`config.mk`:
```
export PLATFORM = sky130hd
export DESIGN_NAME = pixel_feeder_flat
export DESIGN_NICKNAME = d
export VERILOG_FILES = /design/src/rtl/feeder_pkg.sv /design/src/rtl/pixel_feeder_if.sv /design/src/rtl/pixel_fifo.sv /design/src/rtl/pixel_feeder.sv /design/src/flat_wrapper.sv
export SDC_FILE = /design/constraint.sdc
export NUM_CORES = 1
export LEC_CHECK = 0
export ABC_AREA = 1
export BUFFER_PORTS_ARGS = -buffer_cell sky130_fd_sc_hd__buf_2
export CORE_MARGIN = 3
export CORE_UTILIZATION = 42
export CTS_BUF_LIST = sky130_fd_sc_hd__clkbuf_16
export DETAILED_ROUTE_END_ITERATION = 10
export SLEW_MARGIN = 25
export SYNTH_ARGS = -nofsm -noshare
export SYNTH_HDL_FRONTEND = slang
export SYNTH_HIERARCHICAL = 1
export SYNTH_SLANG_ARGS = --single-unit
```
`constraint.sdc`:
```
create_clock -name clk -period 2.25 [get_ports clk]
set_input_delay 0.45 -clock clk [delete_from_list [all_inputs] [get_ports clk]]
set_output_delay 0.45 -clock clk [all_outputs]
set_load 0.03 [all_outputs]
```
`src/rtl/feeder_pkg.sv`:
```
// Shared constants and types for the pixel feeder: frame buffer bases, FSM encoding, address helper.
package feeder_pkg;

    localparam logic [31:0] FB0_BASE = 32'h1F80_0000;
    localparam logic [31:0] FB1_BASE = 32'h1FC0_0000;

    typedef enum logic {
        IDLE = 1'b0,
        RUN  = 1'b1
    } state_t;

    // Fixed 1024-word line stride, independent of the visible width.
    function automatic logic [31:0] pix_addr(input logic sel, input logic [9:0] x, input logic [9:0] y);
        return (sel ? FB1_BASE : FB0_BASE) + {10'd0, y, x, 2'b00};
    endfunction

endpackage

```
`src/rtl/pixel_feeder_if.sv`:
```
// Memory read channel plus video stream between the feeder (master) and its environment (slave).
interface pixel_feeder_if;
    logic        rd_req;
    logic [31:0] rd_addr;
    logic        rd_ack;
    logic [31:0] rd_data;
    logic        rd_data_valid;
    logic [23:0] video;
    logic        video_valid;
    logic        video_ready;

    modport master (
        output rd_req, rd_addr, video, video_valid,
        input  rd_ack, rd_data, rd_data_valid, video_ready
    );

    modport slave (
        input  rd_req, rd_addr, video, video_valid,
        output rd_ack, rd_data, rd_data_valid, video_ready
    );
endinterface

```
`src/rtl/pixel_fifo.sv`:
```
// Purpose: synchronous power-of-two FIFO with occupancy count; head is shown combinationally.
// Latency: a pushed word is at the head the cycle after the push.
// Backpressure: pushes while full and pops while empty are dropped; callers must respect full/empty.
module pixel_fifo #(
    parameter int DEPTH = 8,
    parameter int WIDTH = 24
) (
    input  logic                       clk,
    input  logic                       rst_n,
    input  logic                       push,
    input  logic [WIDTH-1:0]           push_data,
    input  logic                       pop,
    output logic [WIDTH-1:0]           head,
    output logic [$clog2(DEPTH):0]     count,
    output logic                       full,
    output logic                       empty
);
    localparam int AW = $clog2(DEPTH);

    logic [WIDTH-1:0] mem [DEPTH];
    logic [AW-1:0]    wr_ptr;
    logic [AW-1:0]    rd_ptr;
    logic             do_push;
    logic             do_pop;

    assign full    = (count == (AW+1)'(DEPTH));
    assign empty   = (count == '0);
    assign do_push = push && !full;
    assign do_pop  = pop && !empty;
    assign head    = mem[rd_ptr];

    always_ff @(posedge clk) begin
        if (do_push) mem[wr_ptr] <= push_data;
    end

    always_ff @(posedge clk or negedge rst_n) begin
        if (!rst_n) begin
            wr_ptr <= '0;
            rd_ptr <= '0;
            count  <= '0;
        end else begin
            if (do_push) wr_ptr <= wr_ptr + 1'b1;
            if (do_pop)  rd_ptr <= rd_ptr + 1'b1;
            case ({do_push, do_pop})
                2'b10:   count <= count + 1'b1;
                2'b01:   count <= count - 1'b1;
                default: count <= count;
            endcase
        end
    end

endmodule

```
`src/rtl/pixel_feeder.sv`:
```
// Purpose: fetch a frame raster from memory and stream the RGB pixels to DVI, pulsing at frame end.
// Latency: a returned word is presented on video the cycle after its rd_data_valid.
// Backpressure: requests stall once in-flight plus queued pixels reach FIFO_DEPTH; video holds while not ready.
module pixel_feeder
    import feeder_pkg::*;
#(
    parameter int FRAME_W    = 800,
    parameter int FRAME_H    = 600,
    parameter int FIFO_DEPTH = 8
) (
    input  logic           clk,
    input  logic           rst_n,
    input  logic           enable,
    input  logic           fb_sel,
    pixel_feeder_if.master bus,
    output logic           frame_interrupt
);
    localparam int              CW       = $clog2(FIFO_DEPTH) + 1;
    localparam int              NPIX     = FRAME_W * FRAME_H;
    localparam int              PW       = (NPIX > 1) ? $clog2(NPIX) : 1;
    localparam logic [9:0]      X_LAST   = 10'(FRAME_W - 1);
    localparam logic [9:0]      Y_LAST   = 10'(FRAME_H - 1);
    localparam logic [PW-1:0]   PIX_LAST = PW'(NPIX - 1);
    localparam logic [CW-1:0]   CAP      = CW'(FIFO_DEPTH);

    state_t          state;
    logic            req_q;
    logic [31:0]     addr_q;
    logic [9:0]      x;
    logic [9:0]      y;
    logic [9:0]      nx;
    logic [9:0]      ny;
    logic [CW-1:0]   outstanding;
    logic [CW-1:0]   reserved;
    logic [CW-1:0]   fifo_count;
    logic            fifo_full;
    logic            fifo_empty;
    logic [23:0]     head;
    logic            fb_lat;
    logic            req_sel;
    logic            frame_sel;
    logic            next_sel;
    logic            armed;
    logic [PW-1:0]   pix_cnt;
    logic            acc;
    logic            push;
    logic            pop;
    logic            first_px;
    logic            last_px;
    logic            stop_after;
    logic            room;
    logic            unused_bits;

    assign bus.rd_req      = req_q;
    assign bus.rd_addr     = addr_q;
    assign bus.video_valid = !fifo_empty;
    assign bus.video       = fifo_empty ? 24'd0 : head;

    assign acc        = req_q && bus.rd_ack;
    // Returns are only trusted once a post-reset request has been accepted.
    assign push       = bus.rd_data_valid && armed;
    assign pop        = !fifo_empty && bus.video_ready;
    assign first_px   = (x == 10'd0) && (y == 10'd0);
    assign last_px    = (x == X_LAST) && (y == Y_LAST);
    assign stop_after = acc && last_px && !enable;
    assign reserved   = outstanding + fifo_count + CW'(acc);
    assign room       = reserved < CAP;
    assign unused_bits = ^{bus.rd_data[31:24], fifo_full};

    always_comb begin
        nx = x;
        ny = y;
        if (acc) begin
            if (x == X_LAST) begin
                nx = 10'd0;
                ny = (y == Y_LAST) ? 10'd0 : y + 10'd1;
            end else begin
                nx = x + 10'd1;
            end
        end
    end

    // The selection chosen for pixel (0,0) becomes the frame's base the moment that request is taken.
    always_comb begin
        frame_sel = (acc && first_px) ? req_sel : fb_lat;
        next_sel  = ((nx == 10'd0) && (ny == 10'd0)) ? fb_sel : frame_sel;
    end

    pixel_fifo #(
        .DEPTH (FIFO_DEPTH),
        .WIDTH (24)
    ) u_fifo (
        .clk       (clk),
        .rst_n     (rst_n),
        .push      (push),
        .push_data (bus.rd_data[23:0]),
        .pop       (pop),
        .head      (head),
        .count     (fifo_count),
        .full      (fifo_full),
        .empty     (fifo_empty)
    );

    always_ff @(posedge clk or negedge rst_n) begin
        if (!rst_n) begin
            state           <= IDLE;
            req_q           <= 1'b0;
            addr_q          <= '0;
            x               <= '0;
            y               <= '0;
            outstanding     <= '0;
            fb_lat          <= 1'b0;
            req_sel         <= 1'b0;
            armed           <= 1'b0;
            pix_cnt         <= '0;
            frame_interrupt <= 1'b0;
        end else begin
            if (acc) begin
                x     <= nx;
                y     <= ny;
                armed <= 1'b1;
                if (first_px) fb_lat <= req_sel;
            end
            outstanding <= outstanding + CW'(acc) - CW'(push);

            case (state)
                IDLE:    if (enable) state <= RUN;
                RUN:     if (stop_after) state <= IDLE;
                default: state <= IDLE;
            endcase

            if (!req_q || bus.rd_ack) begin
                if ((state == RUN) && !stop_after && room) begin
                    req_q   <= 1'b1;
                    req_sel <= next_sel;
                    addr_q  <= pix_addr(next_sel, nx, ny);
                end else begin
                    req_q <= 1'b0;
                end
            end

            frame_interrupt <= 1'b0;
            if (pop) begin
                if (pix_cnt == PIX_LAST) begin
                    pix_cnt         <= '0;
                    frame_interrupt <= 1'b1;
                end else begin
                    pix_cnt <= pix_cnt + 1'b1;
                end
            end
        end
    end

endmodule

```
`src/flat_wrapper.sv`:
```
// flat-port wrapper written by rule: the top's interface ports become plain ports
module pixel_feeder_flat import feeder_pkg::*;
#(
    parameter int FRAME_W    = 800,
    parameter int FRAME_H    = 600,
    parameter int FIFO_DEPTH = 8
)
  (clk, rst_n, enable, fb_sel, frame_interrupt, bus_rd_req, bus_rd_addr, bus_video, bus_video_valid, bus_rd_ack, bus_rd_data, bus_rd_data_valid, bus_video_ready);
  pixel_feeder_if bus_i ();
  input  logic clk;
  input  logic rst_n;
  input  logic enable;
  input  logic fb_sel;
  output logic frame_interrupt;
  output wire logic [$bits(bus_i.rd_req)-1:0] bus_rd_req;
  output wire logic [$bits(bus_i.rd_addr)-1:0] bus_rd_addr;
  output wire logic [$bits(bus_i.video)-1:0] bus_video;
  output wire logic [$bits(bus_i.video_valid)-1:0] bus_video_valid;
  input wire logic [$bits(bus_i.rd_ack)-1:0] bus_rd_ack;
  input wire logic [$bits(bus_i.rd_data)-1:0] bus_rd_data;
  input wire logic [$bits(bus_i.rd_data_valid)-1:0] bus_rd_data_valid;
  input wire logic [$bits(bus_i.video_ready)-1:0] bus_video_ready;
  assign bus_rd_req = bus_i.rd_req;
  assign bus_rd_addr = bus_i.rd_addr;
  assign bus_video = bus_i.video;
  assign bus_video_valid = bus_i.video_valid;
  assign bus_i.rd_ack = bus_rd_ack;
  assign bus_i.rd_data = bus_rd_data;
  assign bus_i.rd_data_valid = bus_rd_data_valid;
  assign bus_i.video_ready = bus_video_ready;
  pixel_feeder #(.FRAME_W(FRAME_W), .FRAME_H(FRAME_H), .FIFO_DEPTH(FIFO_DEPTH)) u_core (.clk(clk), .rst_n(rst_n), .enable(enable), .fb_sel(fb_sel), .bus(bus_i), .frame_interrupt(frame_interrupt));
endmodule
```
==> results.tsv <==
metric	value	unit
IO Pins	98	
Worst-Margin Slew	0.649	ns
reg2reg setup slack	0.12	ns
average wire per standard cell	15.8	microns
Antenna Nets Post-Route	0	
Yosys Warn Count	6	
fin crit share	1.16	
share of cells above drive strength 1	0.220	
Post-Layout Cell Count	1807	
clock sinks	272	
Vias/cell	4.97	
delay-heaviest family, CP	buffers and inverters	
GRT Residual Overflow	0	
average cell area after synthesis	9.84	sq um
CP cell instances	buf_6, clkbuf_16, o21ai_0, o21ai_1, nand2_1, nand2_1, inv_1, nor2_1, buf_4	
row count	62	
cells after synthesis	1266	
Final GP Congestion	0.814	
Die Y	178	microns
Critical Path AT	2.16	ns
n_diodes	0	
fillcell total	2585	
number of detailed-route iterations in the first pass	5	
Clock transition at path regs	0.06	ns
CTS root buf	clkbuf_16	
violations in the final reports	setup timing	
synthesized area	0.0125	sq mm
NumNets Final	1460	
initial core utilization	0.431	
CP max FO	12	
Total Power	20.7	mW
drt initial violations	666	
Final Hold Vio Count	0	
htree depth	1	
final wirelength	28500	microns
Max Fclk	384	MHz
CP most frequent cell	nand2_1	
initial antenna violation count	2	
drt drc	0	
clock skew	0.0118	ns
Hold WS	0.145	ns
design area	0.0152	sq mm
Multi-input gate area	0.00411	sq mm
vias in the first global route	8625	
PwrDens	1360	mW/mm^2
Place WS	0.0610	ns
final setup vio count	24	
CTS tree	done	
worst min path class	primary input to register	
Final Max Slew Viols	0	
Worst Slack Setup Final	-0.356	ns
vias after detailed routing	8988	
setup_tns	-6.68	ns
CP max-delay cell	dfrtp_4	
first-pass GRT wire length	44300	microns
placed instance count	1725	
relative slew slack	0.568	
Post-DP Area	0.0136	sq mm
Total GRT Usage	0.175	
Die X	178	microns
TritonCTS Buffers	29	
Critical path buffers and inverters	4	
final core occ	0.524	
DIE AREA	0.0318	sq mm
max incr delay on CP	0.55	ns
Skew-Pair Late Insertion Delay	0.54	ns
Area Growth Syn to Fin	21.7	%
Peak VDD IR	0.789	mV
type of origin of the critical path	register	
register area	0.00777	sq mm
CP Capture Type	output pin	
Worst Path Required	1.80	ns
Core Region	0.0289	sq mm
status	finished, violations left	
CP Class	register to output pin	
CTS max path bufs	3	
min cycle time layout	2.61	ns
largest net degree at the start of global routing	50	
IO Port Bufs	84	
leak pwr	6.61	nW
unrepaired setup endpoints after global routing	yes	
Detailed Place HPWL	16200	microns
total of max-cap violations	0	
-- final cells by class --
class	count	share of cell area
repair buffers	156	0.100
clock buffers	29	0.0478
well taps	384	0.0317
inverters	116	0.0299
clock inverters	23	0.00685
multi-input cells	826	0.271
flip-flops and latches	272	0.512
repair inverters	1	0.000577
-- state kept, by name, indices dropped and copies added (netlist names) --
register / cells
u_core/fb_lat: 1
u_core/y: 10
u_core/armed: 1
u_core/outstanding: 4
u_core/bus.rd_req: 1
u_core/u_fifo/wr_ptr: 3
u_core/bus.rd_addr: 22
u_core/u_fifo/mem: 192
u_core/x: 10
u_core/frame_interrupt: 1
u_core/state: 1
u_core/u_fifo/rd_ptr: 3
u_core/u_fifo/count: 4
u_core/pix_cnt: 19
-- power by group --
part / total [mW] / switching [mW] / internal [mW]
sequential: 6.78 / 0.444 / 6.33
clock: 4.18 / 1.87 / 2.32
combinational: 9.73 / 5.99 / 3.74
-- worst register-to-register path, delay by kind of cell (launching register included) --
| family | cells | cell delay, ns |
|---|---|---|
| adder cells (fa/ha/maj) | 1 | 0.21 |
| buffers and inverters | 1 | 0.13 |
| flip-flops | 1 | 0.40 |
| AND/OR/NAND/NOR | 9 | 1.26 |
-- layer usage --
metal | track usage | routed length, microns | up-vias
met2 | 0.290 | 13300 | 262
li1 | - | - | 4405
met1 | 0.235 | 12600 | 4261
met3 | 0.0283 | 1780 | 56
met4 | 0.0571 | 748 | 4
met5 | 0 | 30 | -
-- cell usage in the layout, fill, tap and decap left out, drive strengths merged, types with 8 or more instances in the layout --
master  count
a21oi      13
buf       148
clkbuf     36
clkinv     16
dfrtp      80
edfxtp    192
ha         17
inv       123
nand2     435
nand3      39
nand4      14
nor2      126
nor3       12
o21ai     127
xnor2       8
xor2        9
-- final timing paths --
path                                          from                endpoint  depth (start not counted)
setup / recovery           u_core/u_fifo/rd_ptr[0]           bus_video[20]                          9
hold / removal                              enable            u_core/state                          3
setup reg to reg                       u_core/x[0]  u_core/bus.rd_addr[27]                         11
hold reg to reg                       u_core/armed            u_core/armed                          1
max in group asynchronous                    rst_n  u_core/bus.rd_addr[15]                          3
min in group asynchronous                    rst_n       u_core/pix_cnt[3]                          2
-- timing repair --
item / in CTS / in global routing
gates resized for setup: 57 / 66
cloned: 4 / 9
buffers inserted: 8 / 9
pin swaps: 11 / 30
endpoints found under the hold margin: 47 / 0
hold buffers: 1 / 0
endpoints found under the setup margin: 24 / 53
No activity file was read; power rests on OpenSTA's default activity.
